### src/rtl/d_e_queue_pkg.sv
// ---------------------------------------------------------------------------
// d_e_queue_pkg
// Shared definitions for the decode-to-execute queue: datapath widths,
// RISC-V opcode / funct constants, instruction classes and the packed
// payload record carried from decode to execute.
// ---------------------------------------------------------------------------
package d_e_queue_pkg;

  localparam int WORD_SIZE       = 32;
  localparam int INSTR_TYPE_SZ   = 3;
  localparam int ROB_ENTRY_WIDTH = 4;

  // Major opcodes (RV32I)
  localparam logic [6:0] OPCODE_ALU    = 7'b0110011;
  localparam logic [6:0] OPCODE_ALUI   = 7'b0010011;
  localparam logic [6:0] OPCODE_LOAD   = 7'b0000011;
  localparam logic [6:0] OPCODE_STORE  = 7'b0100011;
  localparam logic [6:0] OPCODE_BRANCH = 7'b1100011;
  localparam logic [6:0] OPCODE_JAL    = 7'b1101111;
  localparam logic [6:0] OPCODE_JALR   = 7'b1100111;
  localparam logic [6:0] OPCODE_LUI    = 7'b0110111;

  // funct3 / funct7 encodings used by execute
  localparam logic [2:0] FUNCT3_ADD  = 3'b000;
  localparam logic [2:0] FUNCT3_SLL  = 3'b001;
  localparam logic [2:0] FUNCT3_XOR  = 3'b100;
  localparam logic [2:0] FUNCT3_SR   = 3'b101;
  localparam logic [2:0] FUNCT3_OR   = 3'b110;
  localparam logic [2:0] FUNCT3_AND  = 3'b111;
  localparam logic [6:0] FUNCT7_BASE = 7'b0000000;
  localparam logic [6:0] FUNCT7_ALT  = 7'b0100000;

  typedef enum logic [INSTR_TYPE_SZ-1:0] {
    ITYPE_R      = 3'd0,
    ITYPE_I      = 3'd1,
    ITYPE_S      = 3'd2,
    ITYPE_B      = 3'd3,
    ITYPE_U      = 3'd4,
    ITYPE_J      = 3'd5
  } instr_type_e;

  typedef struct packed {
    logic [INSTR_TYPE_SZ-1:0]   instruction_type;
    logic [WORD_SIZE-1:0]       pc;
    logic [6:0]                 opcode;
    logic [6:0]                 funct7;
    logic [2:0]                 funct3;
    logic [WORD_SIZE-1:0]       s1;
    logic [WORD_SIZE-1:0]       s2;
    logic [WORD_SIZE-1:0]       immediate;
    logic [ROB_ENTRY_WIDTH-1:0] rob_id;
  } d_e_payload_t;

  localparam int PAYLOAD_W = $bits(d_e_payload_t);

endpackage

### src/rtl/d_e_queue_fifo_ptr_ctrl.sv
// ---------------------------------------------------------------------------
// fifo_ptr_ctrl
// Pointer / occupancy controller for a DEPTH-entry in-order FIFO.
// Ports:
//   clk, reset (sync, active-low), flush (drop all entries)
//   push_req / pop_req   : producer valid and consumer ready
//   push_fire / pop_fire : qualified handshakes actually taken this cycle
//   wr_ptr / rd_ptr      : storage write / read index
//   count                : number of valid entries
//   in_ready / out_valid : derived purely from the registered count
// ---------------------------------------------------------------------------
module fifo_ptr_ctrl #(
  parameter int DEPTH = 4
) (
  input  logic                       clk,
  input  logic                       reset,
  input  logic                       flush,
  input  logic                       push_req,
  input  logic                       pop_req,
  output logic                       push_fire,
  output logic                       pop_fire,
  output logic [$clog2(DEPTH)-1:0]   wr_ptr,
  output logic [$clog2(DEPTH)-1:0]   rd_ptr,
  output logic [$clog2(DEPTH+1)-1:0] count,
  output logic                       in_ready,
  output logic                       out_valid
);

  localparam int PTR_W = $clog2(DEPTH);
  localparam int CNT_W = $clog2(DEPTH+1);

  logic [PTR_W-1:0] wr_ptr_r;
  logic [PTR_W-1:0] rd_ptr_r;
  logic [CNT_W-1:0] count_r;
  logic [CNT_W-1:0] count_next_s;

  // Full/empty come from the count, never from pointer equality, so a full
  // queue cannot accept a push even when a pop happens in the same cycle.
  assign in_ready  = (count_r != CNT_W'(DEPTH));
  assign out_valid = (count_r != {CNT_W{1'b0}});

  // A flush discards any handshake occurring in the same cycle.
  assign push_fire = push_req & in_ready  & ~flush;
  assign pop_fire  = pop_req  & out_valid & ~flush;

  assign wr_ptr = wr_ptr_r;
  assign rd_ptr = rd_ptr_r;
  assign count  = count_r;

  // Next occupancy: +1 on push only, -1 on pop only, unchanged otherwise.
  always_comb begin
    count_next_s = count_r;
    case ({push_fire, pop_fire})
      2'b10:   count_next_s = count_r + CNT_W'(1);
      2'b01:   count_next_s = count_r - CNT_W'(1);
      default: count_next_s = count_r;
    endcase
  end

  // Pointer and occupancy registers; reset dominates flush, flush dominates traffic.
  always_ff @(posedge clk) begin
    if (!reset) begin
      wr_ptr_r <= {PTR_W{1'b0}};
      rd_ptr_r <= {PTR_W{1'b0}};
      count_r  <= {CNT_W{1'b0}};
    end else if (flush) begin
      wr_ptr_r <= {PTR_W{1'b0}};
      rd_ptr_r <= {PTR_W{1'b0}};
      count_r  <= {CNT_W{1'b0}};
    end else begin
      // DEPTH is a power of two, so the pointers wrap naturally.
      if (push_fire) wr_ptr_r <= wr_ptr_r + PTR_W'(1);
      if (pop_fire)  rd_ptr_r <= rd_ptr_r + PTR_W'(1);
      count_r <= count_next_s;
    end
  end

endmodule

### src/rtl/d_e_queue.sv
// ---------------------------------------------------------------------------
// d_e_queue
// Elastic decode-to-execute stage: a DEPTH-entry in-order FIFO of decoded
// instructions with valid/ready on both sides, flush and occupancy output.
// Ports:
//   clk, reset (sync, active-low)
//   in_valid / in_ready   : decode-side handshake
//   instruction_type, pc, opcode, funct7, funct3, s1, s2, immediate, rob_id
//                         : decoded payload
//   flush                 : drop all queued instructions
//   out_valid / out_ready : execute-side handshake
//   *_out                 : head-entry payload, zero when out_valid=0
//   count                 : number of queued instructions
// WORD_SIZE / INSTR_TYPE_SZ / ROB_ENTRY_WIDTH must match the package,
// since entries are stored as d_e_payload_t.
// ---------------------------------------------------------------------------
module d_e_queue
  import d_e_queue_pkg::*;
#(
  parameter int WORD_SIZE       = d_e_queue_pkg::WORD_SIZE,
  parameter int INSTR_TYPE_SZ   = d_e_queue_pkg::INSTR_TYPE_SZ,
  parameter int ROB_ENTRY_WIDTH = d_e_queue_pkg::ROB_ENTRY_WIDTH,
  parameter int DEPTH           = 4
) (
  input  logic                       clk,
  input  logic                       reset,
  input  logic                       in_valid,
  output logic                       in_ready,
  input  logic [INSTR_TYPE_SZ-1:0]   instruction_type,
  input  logic [WORD_SIZE-1:0]       pc,
  input  logic [6:0]                 opcode,
  input  logic [6:0]                 funct7,
  input  logic [2:0]                 funct3,
  input  logic [WORD_SIZE-1:0]       s1,
  input  logic [WORD_SIZE-1:0]       s2,
  input  logic [WORD_SIZE-1:0]       immediate,
  input  logic [ROB_ENTRY_WIDTH-1:0] rob_id,
  input  logic                       flush,
  output logic                       out_valid,
  input  logic                       out_ready,
  output logic [INSTR_TYPE_SZ-1:0]   instruction_type_out,
  output logic [WORD_SIZE-1:0]       pc_out,
  output logic [6:0]                 opcode_out,
  output logic [6:0]                 funct7_out,
  output logic [2:0]                 funct3_out,
  output logic [WORD_SIZE-1:0]       s1_out,
  output logic [WORD_SIZE-1:0]       s2_out,
  output logic [WORD_SIZE-1:0]       immediate_out,
  output logic [ROB_ENTRY_WIDTH-1:0] rob_id_out,
  output logic [$clog2(DEPTH+1)-1:0] count
);

  localparam int PTR_W = $clog2(DEPTH);

  d_e_payload_t              mem_r [DEPTH];
  d_e_payload_t              in_payload_s;
  d_e_payload_t              head_s;
  logic                      push_fire_s;
  logic                      pop_fire_s;
  logic                      out_valid_s;
  logic [PTR_W-1:0]          wr_ptr_s;
  logic [PTR_W-1:0]          rd_ptr_s;

  fifo_ptr_ctrl #(
    .DEPTH (DEPTH)
  ) u_ctrl (
    .clk       (clk),
    .reset     (reset),
    .flush     (flush),
    .push_req  (in_valid),
    .pop_req   (out_ready),
    .push_fire (push_fire_s),
    .pop_fire  (pop_fire_s),
    .wr_ptr    (wr_ptr_s),
    .rd_ptr    (rd_ptr_s),
    .count     (count),
    .in_ready  (in_ready),
    .out_valid (out_valid_s)
  );

  assign in_payload_s.instruction_type = instruction_type;
  assign in_payload_s.pc               = pc;
  assign in_payload_s.opcode           = opcode;
  assign in_payload_s.funct7           = funct7;
  assign in_payload_s.funct3           = funct3;
  assign in_payload_s.s1               = s1;
  assign in_payload_s.s2               = s2;
  assign in_payload_s.immediate        = immediate;
  assign in_payload_s.rob_id           = rob_id;

  // Entry storage; deliberately not cleared on reset or flush because the
  // output gating below already hides stale contents.
  always_ff @(posedge clk) begin
    if (reset && push_fire_s) begin
      mem_r[wr_ptr_s] <= in_payload_s;
    end
  end

  // Head-of-queue select, forced to zero while the queue is empty.
  always_comb begin
    head_s = {PAYLOAD_W{1'b0}};
    if (out_valid_s) begin
      head_s = mem_r[rd_ptr_s];
    end else begin
      head_s = {PAYLOAD_W{1'b0}};
    end
  end

  assign out_valid            = out_valid_s;
  assign instruction_type_out = head_s.instruction_type;
  assign pc_out               = head_s.pc;
  assign opcode_out           = head_s.opcode;
  assign funct7_out           = head_s.funct7;
  assign funct3_out           = head_s.funct3;
  assign s1_out               = head_s.s1;
  assign s2_out               = head_s.s2;
  assign immediate_out        = head_s.immediate;
  assign rob_id_out           = head_s.rob_id;

  // pop_fire_s is consumed inside the controller; kept visible for debug.
  logic unused_s;
  assign unused_s = pop_fire_s;

endmodule

### config.mk
export PLATFORM = sky130hd
export DESIGN_NAME = d_e_queue
export DESIGN_NICKNAME = d
export VERILOG_FILES = /design/src/rtl/d_e_queue_pkg.sv /design/src/rtl/d_e_queue_fifo_ptr_ctrl.sv /design/src/rtl/d_e_queue.sv
export SDC_FILE = /design/constraint.sdc
export NUM_CORES = 1
export LEC_CHECK = 0
export ABC_AREA = 0
export BUFFER_PORTS_ARGS = -buffer_cell sky130_fd_sc_hd__buf_2
export CORE_MARGIN = 2
export CORE_UTILIZATION = 31
export CTS_BUF_LIST = sky130_fd_sc_hd__clkbuf_8
export DETAILED_ROUTE_END_ITERATION = 8
export RECOVER_POWER = 25
export SKIP_CTS_REPAIR_TIMING = 1
export SLEW_MARGIN = 20
export SYNTH_ARGS = -nofsm -noshare
export SYNTH_HDL_FRONTEND = slang
export SYNTH_HIERARCHICAL = 1
export SYNTH_SLANG_ARGS = --single-unit
### constraint.sdc
create_clock -name clk -period 17.1 [get_ports clk]
set_clock_uncertainty 0.2 [all_clocks]
set_input_delay 3.42 -clock clk [delete_from_list [all_inputs] [get_ports clk]]
set_output_delay 3.42 -clock clk [all_outputs]
set_load 0.005 [all_outputs]
Word-level counts from Yosys, hierarchy flattened
Memories as Yosys holds them, arrays and structs flattened. A register that Yosys moved wholly into a read port is not among the register bits.
Index checks and enable logic that the tools add are counted.
{"block": "totals", "regBits": 7, "ramBits": 608, "input_bits": 157, "out_inout_bits": 157, "elab_cells": 27, "n_memories": 1}
{"name": "mem_r", "words": 4, "word_bits": 152, "rd": 1, "rd_clocked_by_memory_dff": 1, "wr": 1, "line": "d_e_queue.sv:55", "text": "d_e_payload_t mem_r [DEPTH];"}
{"block": "classes", "addsub": 4, "n_eq_ne": 3, "mux": 6, "bitwise": 6, "reduce_logical": 4}
{"op": "152-bit 2-to-1 mux", "count": 1}
{"op": "3-bit case mux with 2 select lines", "count": 1}
{"op": "2-bit by 1-bit adder with 2-bit output, second input constant", "count": 2}
{"op": "1-bit bitwise AND", "count": 4}
{"op": "2-bit 2-to-1 mux", "count": 2}
{"op": "3-bit by 1-bit adder with 3-bit output, second input constant", "count": 1}
{"op": "3-bit inequality test, second input constant", "count": 1}
{"op": "3-bit nonzero test", "count": 1}
{"op": "3-bit by 1-bit subtractor with 3-bit output, second input constant", "count": 1}
{"op": "2-bit by 1-bit equality test with 1-bit output, second input constant", "count": 1}
{"op": "2-bit equality test, second input constant", "count": 1}
{"op": "1-bit 2-to-1 mux", "count": 2}
{"op": "1-bit inverter", "count": 2}
{"op": "2-bit nonzero test", "count": 1}
{"op": "2-bit OR reduction", "count": 1}
{"op": "1-bit logical AND", "count": 1}

Depth between registers and ports, before layout
{"block": "logic_depth", "ltp_word": 6, "depth_mapped": 8, "depth_no_buf": 8}

Modules after synthesis
The synthesis kept the hierarchy.
{"mod": "d_e_queue", "instances": 1, "cells_per_inst": 1138, "area_each_um2": 22924.5, "seq_area_each_um2": 18257.5}
{"mod": "fifo_ptr_ctrl", "instances": 1, "cells_per_inst": 42, "area_each_um2": 357.8, "seq_area_each_um2": 140.1}

Least setup slack after synthesis
Ideal clock, no wire load.
{"block": "synth_timing", "kind": "input -> register", "start": "input port in_valid", "end": "memory mem_r[1][0] in the netlist's numbering, enable pin", "setup_time_ps": 881, "arrival_time_ps": 14957, "required_ps": 16019, "slack_ps": 1062, "path_stages": 5, "n_path_buf": 0, "path_cell_list": "inv_1 -> or3_1 -> inv_1 -> nand2_1 -> nor3b_1"}
{"block": "synth_via", "elab_chain_cells": 5}
{"element": "from (decl)", "line": "d_e_queue.sv:27", "text": "input logic in_valid,"}
{"element": "1-bit bitwise AND (2 in a row)", "line": "d_e_queue_fifo_ptr_ctrl.sv:43", "text": "assign push_fire = push_req & in_ready & ~flush;"}
{"element": "named net push_fire_s", "line": "d_e_queue.sv:58", "text": "logic push_fire_s;"}
{"element": "1-bit logical AND", "line": "d_e_queue.sv:94", "text": "if (reset && push_fire_s) begin"}
{"element": "1-bit 2-to-1 mux", "line": "d_e_queue.sv:94"}
{"element": "1-bit 2-to-1 mux (not written as such)", "line": "d_e_queue.sv:95", "text": "mem_r[wr_ptr_s] <= in_payload_s;"}
{"element": "to (decl)", "line": "d_e_queue.sv:55"}
The timed path passes the listed nets, and every way through them passes these cells.

==> results.md <==
- Remaining DRCs: 0
- Hpwl dp: roughly 28000 microns
- YS warnings: 6
- Clock root buffer master: clkbuf_8
- Starting DRT DRC Count: about 700
- Worst-margin pin slew: approximately 1.2 ns
- Reg area: about 18000 sq um
- Internal power: about 2.3 mW
- Core area: around 74000 sq um
- Hold path startpoint: u_ctrl/wr_ptr[1]$_SDFFE_PP0P_
- Startpoint Class: flip-flop
- Comb power frac: around 2.7%
- Achievable Freq: approximately 140 MHz
- Setup crit end kind: output pin
- Status: complete, no violations
- Max cap viols: 0
- Number of global-route vias before repair: between 10000 and 15000
- First-pass GRT wire length: 74900 microns
- Share of the clock period used by the worst path: approximately 40%
- Starting Density: around 31%
- Normalized max-slew margin: between 20 and 25%
- NetSw: between 0.6 and 0.7 mW
- Setup_tns: 0 ns
- Synth cell types: 26
- Worst Hold Class: reg2reg
- Synth top area share: 78.4%
- TritonCTS clock tree: done
- Most frequent cells in the layout: edfxtp_1 (608), mux2i_1 (304), buf_2 (217)
- Area grow syn2layout: 17.6%
- Routed WL: 50300 microns
- Clock power frac: between 40% and 50%
- Commonest non-fill, non-tap cell in the layout: edfxtp_1
- Layout cells sized above 1: 22.8%
- Worst setup path startpoint: u_ctrl/rd_ptr[1]$_SDFFE_PP0P_
- Crit-path max FO: approximately 130
- GR Util All Layers: roughly 13%
- Cell count after synthesis: 1180
- Syn Nets: 1339
- Synth area leader: edfxtp_1
- RD Place Congestion: between 0.7 and 0.8
- Nets: ~1700
- Sequential Power Share: a little under three fifths
- Switch share: between 20% and 30%
- Num ports: 314
- Die ar.: between 70000 and 80000 sq um
- R2r startpoint: u_ctrl/count[1]$_SDFFE_PP0P_
- CP Data Required Time: ~13 ns
- H-tree depth: 3
- Total gr overflow: 0
- Synth area leaders: edfxtp_1 (78%), mux2i_1 (13%), o22ai_1 (4.1%), buf_12 (1.0%), buf_6 (0.87%)
- Worst EP arrival: about 3.3 ns
- Worst-path clk slew: around 0.06 ns
- Placed insts: 2412
- Placement Rows: 100
- Hold Vio Cnt, Final: 0
- Multi-input combinational cell area: 4260 sq um
- Vias/cell: around 4.7
- FF+latch count, synth: just over 600
- Routed via count: around 12000
- Worst-Skew Late Latency: just under 0.7 ns
- Max-slew violation count: 0
- Die Wd: ~280 microns
- CP Class: reg2out
- Drt wl/cell: about 19 microns
- ANT nets after route: 0
- Avg Cell Area, Syn: just under 20 sq um
- Clock tree sinks: between 600 and 700
- DR pass1 iterations: 5
- Port Buffers: roughly 310
- Sequential element share of the synthesized area: roughly 79%
- Die Span Y: roughly 280 microns
- P_leak: between 8 and 9 nW
- Num CTS Buffers: a little over 100
- Initial antenna violation count: 8
- Largest net degree at the start of global routing: roughly 130
- Clock Path Buffers: 3
- Min Tclk post-route: 6.96 ns
- Fill cells: ~7000
- Unrepaired setup endpoints after global routing: no
- Fin cells: between 2000 and 3000
- Post-Syn Area: ~23000 sq um
- Power per standard cell area: between 100 and 150 nW/um^2
- VDD IR max: between 0.00006 and 0.00007 V
- Final setup vio count: 0
synthesized netlist by cell type:
master and instances:
edfxtp_1 608, mux2i_1 304, o22ai_1 152, buf_2 18, buf_6 18, clkbuf_1 14
buf_12 12, dfxtp_1 7, inv_1 6, nor2_1 6, or3_1 5, a21oi_1 4
clkbuf_4 4, xor2_1 4, nand2_1 3, o21ai_0 3, nand2b_1 2, nor3b_1 2
and4_1 1, buf_8 1, fa_1 1, ha_1 1, nor3_1 1, nor3b_2 1
o311ai_1 1, o31ai_1 1
state kept, by name (all words and copies together) (netlist names):
| signal | cells |
|---|---|
| u_ctrl/rd_ptr | 2 |
| u_ctrl/wr_ptr | 2 |
| u_ctrl/count | 3 |
| mem_r | 608 |
power by group through the flow:
stage | combinational, mW | sequential [mW] | clock (mW)
4_1_cts | 0.0849 | 1.68 | 1.24
3_5_place_dp | 0.0846 | 1.71 | 0
5_1_grt | 0.0883 | 1.68 | 1.31
2_1_floorplan | 0.0284 | 1.71 | 0
3_3_place_gp | 0.0812 | 1.71 | 0
6_report | 0.0800 | 1.68 | 1.20
final timing paths:
kind                                         to  slack (ns)  cells past startpoint
setup / recovery                     s1_out[16]       10.14                      4
hold / removal    u_ctrl/wr_ptr[1]$_SDFFE_PP0P_        0.37                      2
setup reg to reg         mem_r[1][19]$_DFFE_PP_       13.68                      7
hold reg to reg   u_ctrl/wr_ptr[1]$_SDFFE_PP0P_        0.37                      2
critical path, cell delays in order (launching register included):
cell     delay, ns
dfxtp_4       1.04
buf_12        0.56
mux2i_1       0.17
o22ai_1       0.27
buf_2         0.17
layout make-up:
class                           count  share of cell area (%)
Sequential cell                   615                    67.2
Multi-Input combinational cell    492                    15.6
Timing Repair Buffer              330                    5.84
Clock buffer                      101                    5.08
Tap cell                          969                    4.43
Clock inverter                     75                    1.77
Inverter                            6                  0.0823
Antenna cell                        2                  0.0183
logic make-up after synthesis:
logic type,Yosys count,share of synthesized area (%)
compound gates,161,4.30
xor+xnor,4,0.150
fa+ha+maj,2,0.140
buf+inv,73,2.81
flops,615,79.0
mux,304,13.1
simple gates,21,0.510
metrics by stage:
step           util [%]  instance area (sq um)  worst slack [ns]  hold slack (ns)  power [mW]
3_5_place_dp       34.4                  25600             10.56            0.347        1.79
6_report           36.8                  27400             10.14            0.368        2.95
5_1_grt            36.8                  27400              9.95            0.418        3.07
2_1_floorplan         -                  23300              1.06            0.288        1.74
3_3_place_gp       34.4                  25600             10.54            0.315        1.79
4_1_cts            36.9                  27500             10.07            0.371        3.00
metal layers:
layer  global-route usage (%)  vias to the layer above  wire (microns)
li1                         -                     5542               -
met1                     15.6                     6069           21700
met2                     20.9                      329           23800
met3                     4.53                       97            3570
met4                     3.77                       14            1110
met5                        0                        -             102
(Power assumes the default switching activity.)
